$ cat src/rtl/ms_boot_seq.sv
// ---------------------------------------------------------------------------
// ms_boot_seq
// Boot sequencer. It waits for the reset/supply unit, optionally kicks the
// firmware loader and waits for it to go idle, then releases and starts each
// CPU core in turn over the debug bus. Both wait phases have optional
// timeouts that park the sequencer in an error state until it is restarted.
//
// Ports
//   AClkH         in   1  clock, rising edge
//   AResetHN      in   1  asynchronous active-low reset
//   AClkHEn       in   1  clock enable, all registers gated by it
//   ARsuReady     in   1  reset/supply unit ready
//   ALoadFW       in   1  firmware-load request (sampled every enabled cycle)
//   ALdrActive    in   1  loader busy
//   ARestart      in   1  rerun the sequence from Ready or Error
//   ADbioAddr     out 12  debug-bus address
//   ADbioMosi     out 64  debug-bus write data
//   ADbioMosiIdx  out  4  write length index (0 = no command)
//   ADbioMisoIdx  out  4  read length index, tied 0
//   ADbioMosi1st  out  1  tied 0
//   ADbioMiso1st  out  1  tied 0
//   AReady        out  1  sequence complete
//   AError        out  1  sequence aborted by timeout
//   AErrCode      out  2  01 RSU timeout, 10 loader timeout
//   ACoreIdx      out  4  core currently being started
//   ATest         out  8  {FLoadFW, AError, state code[5:0]}
//
// state     | meaning
// ----------+-------------------------------------------------------------
// Start     | idle after reset/restart, clears core index (code 0)
// RsuWait   | waiting for ARsuReady, timeout counter running (code 1)
// RsuReady  | RSU up, choose loader or cores from FLoadFW (code 2)
// LdrStart  | one loader start command on the bus (code 3)
// LdrWait   | waiting for loader idle, timeout counter running (code 4)
// CoreRst   | reset command to current core (code 5)
// CoreRun   | run command to current core, then next core or Ready (code 6)
// Ready     | done, holds until ARestart (code 7)
// Error     | timed out, holds until ARestart (code 8)
// ---------------------------------------------------------------------------
module ms_boot_seq #(
  parameter int          CCoreCnt   = 1,
  parameter logic [11:0] CCpuBase   = 12'h000,
  parameter logic [11:0] CCpuStride = 12'h010,
  parameter logic [11:0] CLdrAddr   = 12'h100,
  parameter int          CRsuTmo    = 1024,
  parameter int          CLdrTmo    = 65536
) (
  input  logic        AClkH,
  input  logic        AResetHN,
  input  logic        AClkHEn,
  input  logic        ARsuReady,
  input  logic        ALoadFW,
  input  logic        ALdrActive,
  input  logic        ARestart,
  output logic [11:0] ADbioAddr,
  output logic [63:0] ADbioMosi,
  output logic [3:0]  ADbioMosiIdx,
  output logic [3:0]  ADbioMisoIdx,
  output logic        ADbioMosi1st,
  output logic        ADbioMiso1st,
  output logic        AReady,
  output logic        AError,
  output logic [1:0]  AErrCode,
  output logic [3:0]  ACoreIdx,
  output logic [7:0]  ATest
);

  localparam int CTmoMax = (CRsuTmo > CLdrTmo) ? CRsuTmo : CLdrTmo;
  localparam int CCntW   = (CTmoMax > 0) ? $clog2(CTmoMax + 1) : 1;

  // Timeout fires while the counter holds TMO-1, i.e. during the TMO-th cycle.
  localparam logic [CCntW-1:0] CRsuLast = CCntW'((CRsuTmo > 0) ? CRsuTmo - 1 : 0);
  localparam logic [CCntW-1:0] CLdrLast = CCntW'((CLdrTmo > 0) ? CLdrTmo - 1 : 0);
  localparam logic [CCntW-1:0] CCntSat  = '1;
  localparam logic [3:0]       CLastIdx = 4'(CCoreCnt - 1);

  typedef enum logic [8:0] {
    ST_START     = 9'b0_0000_0001,
    ST_RSU_WAIT  = 9'b0_0000_0010,
    ST_RSU_READY = 9'b0_0000_0100,
    ST_LDR_START = 9'b0_0000_1000,
    ST_LDR_WAIT  = 9'b0_0001_0000,
    ST_CORE_RST  = 9'b0_0010_0000,
    ST_CORE_RUN  = 9'b0_0100_0000,
    ST_READY     = 9'b0_1000_0000,
    ST_ERROR     = 9'b1_0000_0000
  } state_t;

  state_t           r_state;
  logic [CCntW-1:0] r_tmo_cnt;
  logic [3:0]       r_core_idx;
  logic             r_load_fw;
  logic [1:0]       r_err_code;

  logic [11:0]      w_core_addr;
  logic [11:0]      w_addr;
  logic [63:0]      w_mosi;
  logic [3:0]       w_mosi_idx;
  logic [5:0]       w_state_code;
  logic             w_ready;
  logic             w_error;

  // Any encoding not listed (including all-zero) falls into the default arm
  // and behaves as Start.
  always_ff @(posedge AClkH or negedge AResetHN) begin
    if (!AResetHN) begin
      r_state    <= ST_START;
      r_tmo_cnt  <= '0;
      r_core_idx <= '0;
      r_load_fw  <= 1'b0;
      r_err_code <= 2'b00;
    end else if (AClkHEn) begin
      r_load_fw <= ALoadFW;
      case (r_state)
        ST_RSU_WAIT: begin
          if (ARsuReady) begin
            r_state <= ST_RSU_READY;
          end else if ((CRsuTmo != 0) && (r_tmo_cnt == CRsuLast)) begin
            r_state    <= ST_ERROR;
            r_err_code <= 2'b01;
          end else if (r_tmo_cnt != CCntSat) begin
            r_tmo_cnt <= r_tmo_cnt + CCntW'(1);
          end
        end
        ST_RSU_READY: begin
          if (r_load_fw) r_state <= ST_LDR_START;
          else           r_state <= ST_CORE_RST;
        end
        ST_LDR_START: begin
          r_state   <= ST_LDR_WAIT;
          r_tmo_cnt <= '0;
        end
        ST_LDR_WAIT: begin
          if (!ALdrActive) begin
            r_state <= ST_CORE_RST;
          end else if ((CLdrTmo != 0) && (r_tmo_cnt == CLdrLast)) begin
            r_state    <= ST_ERROR;
            r_err_code <= 2'b10;
          end else if (r_tmo_cnt != CCntSat) begin
            r_tmo_cnt <= r_tmo_cnt + CCntW'(1);
          end
        end
        ST_CORE_RST: begin
          r_state <= ST_CORE_RUN;
        end
        ST_CORE_RUN: begin
          if (r_core_idx < CLastIdx) begin
            r_state    <= ST_CORE_RST;
            r_core_idx <= r_core_idx + 4'd1;
          end else begin
            r_state <= ST_READY;
          end
        end
        ST_READY: begin
          if (ARestart) begin
            r_state    <= ST_START;
            r_core_idx <= '0;
          end
        end
        ST_ERROR: begin
          if (ARestart) begin
            r_state    <= ST_START;
            r_core_idx <= '0;
            r_err_code <= 2'b00;
          end
        end
        default: begin
          r_state    <= ST_RSU_WAIT;
          r_tmo_cnt  <= '0;
          r_core_idx <= '0;
        end
      endcase
    end
  end

  // 12-bit product and sum wrap naturally.
  assign w_core_addr = CCpuBase + ({8'd0, r_core_idx} * CCpuStride);

  always_comb begin
    w_addr     = '0;
    w_mosi     = '0;
    w_mosi_idx = '0;
    case (r_state)
      ST_LDR_START: begin
        w_addr     = CLdrAddr;
        w_mosi     = 64'd1;
        w_mosi_idx = 4'd2;
      end
      ST_CORE_RST: begin
        w_addr     = w_core_addr;
        w_mosi     = 64'd3;
        w_mosi_idx = 4'd1;
      end
      ST_CORE_RUN: begin
        w_addr     = w_core_addr;
        w_mosi     = 64'd5;
        w_mosi_idx = 4'd1;
      end
      default: ;
    endcase
  end

  always_comb begin
    w_state_code = 6'd0;
    case (r_state)
      ST_RSU_WAIT:  w_state_code = 6'd1;
      ST_RSU_READY: w_state_code = 6'd2;
      ST_LDR_START: w_state_code = 6'd3;
      ST_LDR_WAIT:  w_state_code = 6'd4;
      ST_CORE_RST:  w_state_code = 6'd5;
      ST_CORE_RUN:  w_state_code = 6'd6;
      ST_READY:     w_state_code = 6'd7;
      ST_ERROR:     w_state_code = 6'd8;
      default:      w_state_code = 6'd0;
    endcase
  end

  assign w_ready = (r_state == ST_READY);
  assign w_error = (r_state == ST_ERROR);

  assign ADbioAddr    = w_addr;
  assign ADbioMosi    = w_mosi;
  assign ADbioMosiIdx = w_mosi_idx;
  assign ADbioMisoIdx = 4'd0;
  assign ADbioMosi1st = 1'b0;
  assign ADbioMiso1st = 1'b0;
  assign AReady       = w_ready;
  assign AError       = w_error;
  assign AErrCode     = r_err_code;
  assign ACoreIdx     = r_core_idx;
  assign ATest        = {r_load_fw, w_error, w_state_code};

endmodule

$ cat config.mk
export PLATFORM = sky130hd
export DESIGN_NAME = ms_boot_seq
export DESIGN_NICKNAME = d
export VERILOG_FILES = /design/src/rtl/ms_boot_seq.sv
export SDC_FILE = /design/constraint.sdc
export NUM_CORES = 1
export LEC_CHECK = 0
export ABC_AREA = 1
export BUFFER_PORTS_ARGS = -buffer_cell sky130_fd_sc_hd__buf_2
export CORE_UTILIZATION = 54
export DETAILED_ROUTE_END_ITERATION = 8
export PLACE_DENSITY = 0.85
export SYNTH_ARGS = -nofsm -noshare
export SYNTH_HDL_FRONTEND = slang
export SYNTH_SLANG_ARGS = --single-unit
export TNS_END_PERCENT = 1
$ cat constraint.sdc
create_clock -name AClkH -period 6.48 [get_ports AClkH]
set_input_delay 0 -clock AClkH [delete_from_list [all_inputs] [get_ports AClkH]]
set_output_delay 0 -clock AClkH [all_outputs]
set_load 0.005 [all_outputs]
==> impl_metrics.tcl <==
set metrics [dict create \
    route.vias.total 2239 \
    cts_inserted_buffers 5 \
    hold_slack_ns 0.02350 \
    grt_pass1_vias 1898 \
    syn-cell-area_sq_mm 0.002834 \
    cts_hold_buf 2 \
    fp.dieW_um 74.45 \
    seq_area_frac_synth_pct 25.65 \
    routabilityCongestion 0.9325 \
    row_count 26 \
    clock_latency_ns 0.28 \
    clk_path_buf_depth 2 \
    crit_type "reg -> reg" \
    utilization_pct 54.36 \
    clk_root_buffer_cell "clkbuf_8" \
    wl_per_cell_um 9.868 \
    syn2layout_area_growth_pct -2.649 \
    track_usage_pct 19.84 \
    crit_buf_inv 3 \
    hold_viol 0 \
    place_hpwl_mm 3.731 \
    drv_slew 0 \
    powerDensity_mw_per_mm2 277.3 \
    htreeDepth 2 \
    remaining_drc_errors 0 \
    grt_max_degree 30 \
    p_leak_nw 1.510 \
    yosysWarnings 0 \
    antenna_found_initial 0 \
    worst_slack_ns 3.769 \
    synthCells 406 \
    cts_setup_buffers 0 \
    netlist_top_cells_area "dfrtp_1, buf_4, nand2_1" \
    num_antenna_cells 0 \
    mostFrequentLayoutCells "nand2_1, conb_1, nor2_1, nand3_1, inv_1" \
    gr-total-overflow 0 \
    worst_pin_slew_ns 1.085 \
    clkSlewWorstSetupHoldPaths_ns 0.06 \
    yosysUniqueCellTypes 29 \
    wl_mm 4.934 \
    slew_headroom_pct 27.41 \
    critical_path_peak_fanout 18 \
    ys_seq_elements 29 \
    crit_path_end_kind "flop" \
    io_buffers 22 \
    tns_ns 0 \
    vias_per_cell 4.478 \
    status "finished clean" \
    dieArea_sq_mm 0.005542 \
    cp_top_family "simple AND/OR/NAND/NOR gates" \
    die_height_um 74.45 \
    yosys.area.top_type_share_pct 24.72 \
    fin_skew_ns 0.003731 \
    start_util_pct 55.84 \
    cp.required_ns 6.64 \
    arrival_ns 2.87 \
    finalCritPeriodShare_pct 41.83 \
    ioPinCount 109 \
    fin_crit_ns 2.711 \
    drive_above_1_share_pct 14.88 \
    nNetsFinal 439 \
    drt_iter0_markers 114 \
    start_kind "flop" \
    layout_commonest_cell "nand2_1" \
    cts_tree "done" \
    syn_avg_cell_area_sq_um 6.980 \
    cpMostUsedCell "nand2_1" \
    rsz0062_at_grt "false" \
    grt_pass1_wl_mm 8.404 \
    max_stage_delay_ns 0.40 \
    first_pass_iters 4 \
    yosysTopAreaCell "dfrtp_1" \
    maxCapViolations 0 \
    core_sq_mm 0.005075 \
    path_cells "ha_1 -> nand2_1 -> nor2_2 -> nand2_1 -> inv_1 -> nand4_1 -> nor2_1 -> nand2_1 -> nor3_1 -> ha_1 -> inv_1 -> nand3_1 -> nand2_1 -> inv_1 -> nand3_2 -> nand2_1 -> o21ai_2" \
    cts_resized 0 \
    vdd_drop_max_mv 0.1277 \
    worst_hold_path_type "in -> reg" \
    clock-sinks 29 \
    place_ws_ns 3.768 \
    postRouteAntennaNets 0 \
    slowest_stage "dfrtp_1" \
    fmax_mhz 368.9 \
    final-setup-viol-count 0 \
]
[area by class of cell]
| type | count | area, sq um |
|---|---|---|
| clock buffer | 7 | 96.34 |
| clock inverter | 1 | 5.005 |
| fill | 517 | 2316 |
| inverter | 37 | 138.9 |
| multi-input combinational | 332 | 1574 |
| sequential | 29 | 726.9 |
| tap | 70 | 87.58 |
| timing repair buffer | 24 | 130.1 |
[sequential cells by signal (all words and copies together), names as in the netlist]
register and flops:
r_state 9, r_load_fw 1, AErrCode 2, r_tmo_cnt 17
[worst reg2reg max path, delay by kind of cell, from the launching register on]
| family | cells | cell delay, ns |
|---|---|---|
| AO/OA/AOI/OAI | 1 | 0.07 |
| flip-flops | 1 | 0.40 |
| adder cells (fa/ha/maj) | 2 | 0.40 |
| buffers and inverters | 3 | 0.24 |
| AND/OR/NAND/NOR | 11 | 1.48 |
[final timing paths]
check / start / end / slack [ns] / cells past startpoint
worst max-delay path: r_tmo_cnt[0]$_DFFE_PN0P_ / r_state[4]$_DFFE_PN0P_ / 3.77 / 17
worst min-delay path: ARsuReady / r_state[2]$_DFFE_PN0P_ / 0.02 / 3
worst max register to register: r_tmo_cnt[0]$_DFFE_PN0P_ / r_state[4]$_DFFE_PN0P_ / 3.77 / 17
worst min register to register: r_tmo_cnt[15]$_DFFE_PN0P_ / r_tmo_cnt[15]$_DFFE_PN0P_ / 0.47 / 2
max in group asynchronous: AResetHN / r_tmo_cnt[14]$_DFFE_PN0P_ / 5.77 / 2
min in group asynchronous: AResetHN / r_load_fw$_DFFE_PN0P_ / 0.28 / 2
[metal layers]
metal	up-vias	GRT usage [%]	wire length, um
met1	998	24.57	2178
met5	-	0	0
met4	0	6.289	80
met2	80	33.03	2346
met3	10	6.098	328
li1	1151	-	-
[cells in the mapped netlist, drive strengths merged]
cell type,count
a21oi,3
mux2,1
conb,1
nand3,46
ha,3
nand4,7
o21bai,1
nand2,91
o22ai,1
dfrtp,28
nor2,64
xnor2,1
buf,93
nor3,7
o21ai,14
inv,37
dfstp,1
xor2,7
[power by group]
| part | total (mW) | internal (mW) | leakage, nW | switching, mW |
|---|---|---|---|---|
| registers | 0.232 | 0.206 | 0.393 | 0.0262 |
| clock network | 0.165 | 0.0958 | 0.0542 | 0.0695 |
| logic | 0.368 | 0.106 | 1.06 | 0.262 |
| total | 0.765 | 0.407 | 1.51 | 0.358 |
[through the flow]
stage | total power [mW] | instances | area (sq um)
final | 0.7651 | 500 | 2759
after global routing | 0.8359 | 500 | 2759
after CTS | 0.7739 | 500 | 2759
after detailed placement | 0.6031 | 490 | 2638
after global placement | 0.5947 | 490 | 2638
after floorplan | 0.5768 | 491 | 3153
[kinds of logic after synthesis]
logic type / share of synthesized area, %
other: 0.1323
adders and majority gates: 1.325
and+or+nand+nor: 35.14
AOI/OAI and AO/OA: 4.813
muxes: 0.3973
buffers and inverters: 30.07
DFF: 25.65
xor gates and xnor gates: 2.473
No activity file was read; power rests on OpenSTA's default activity.
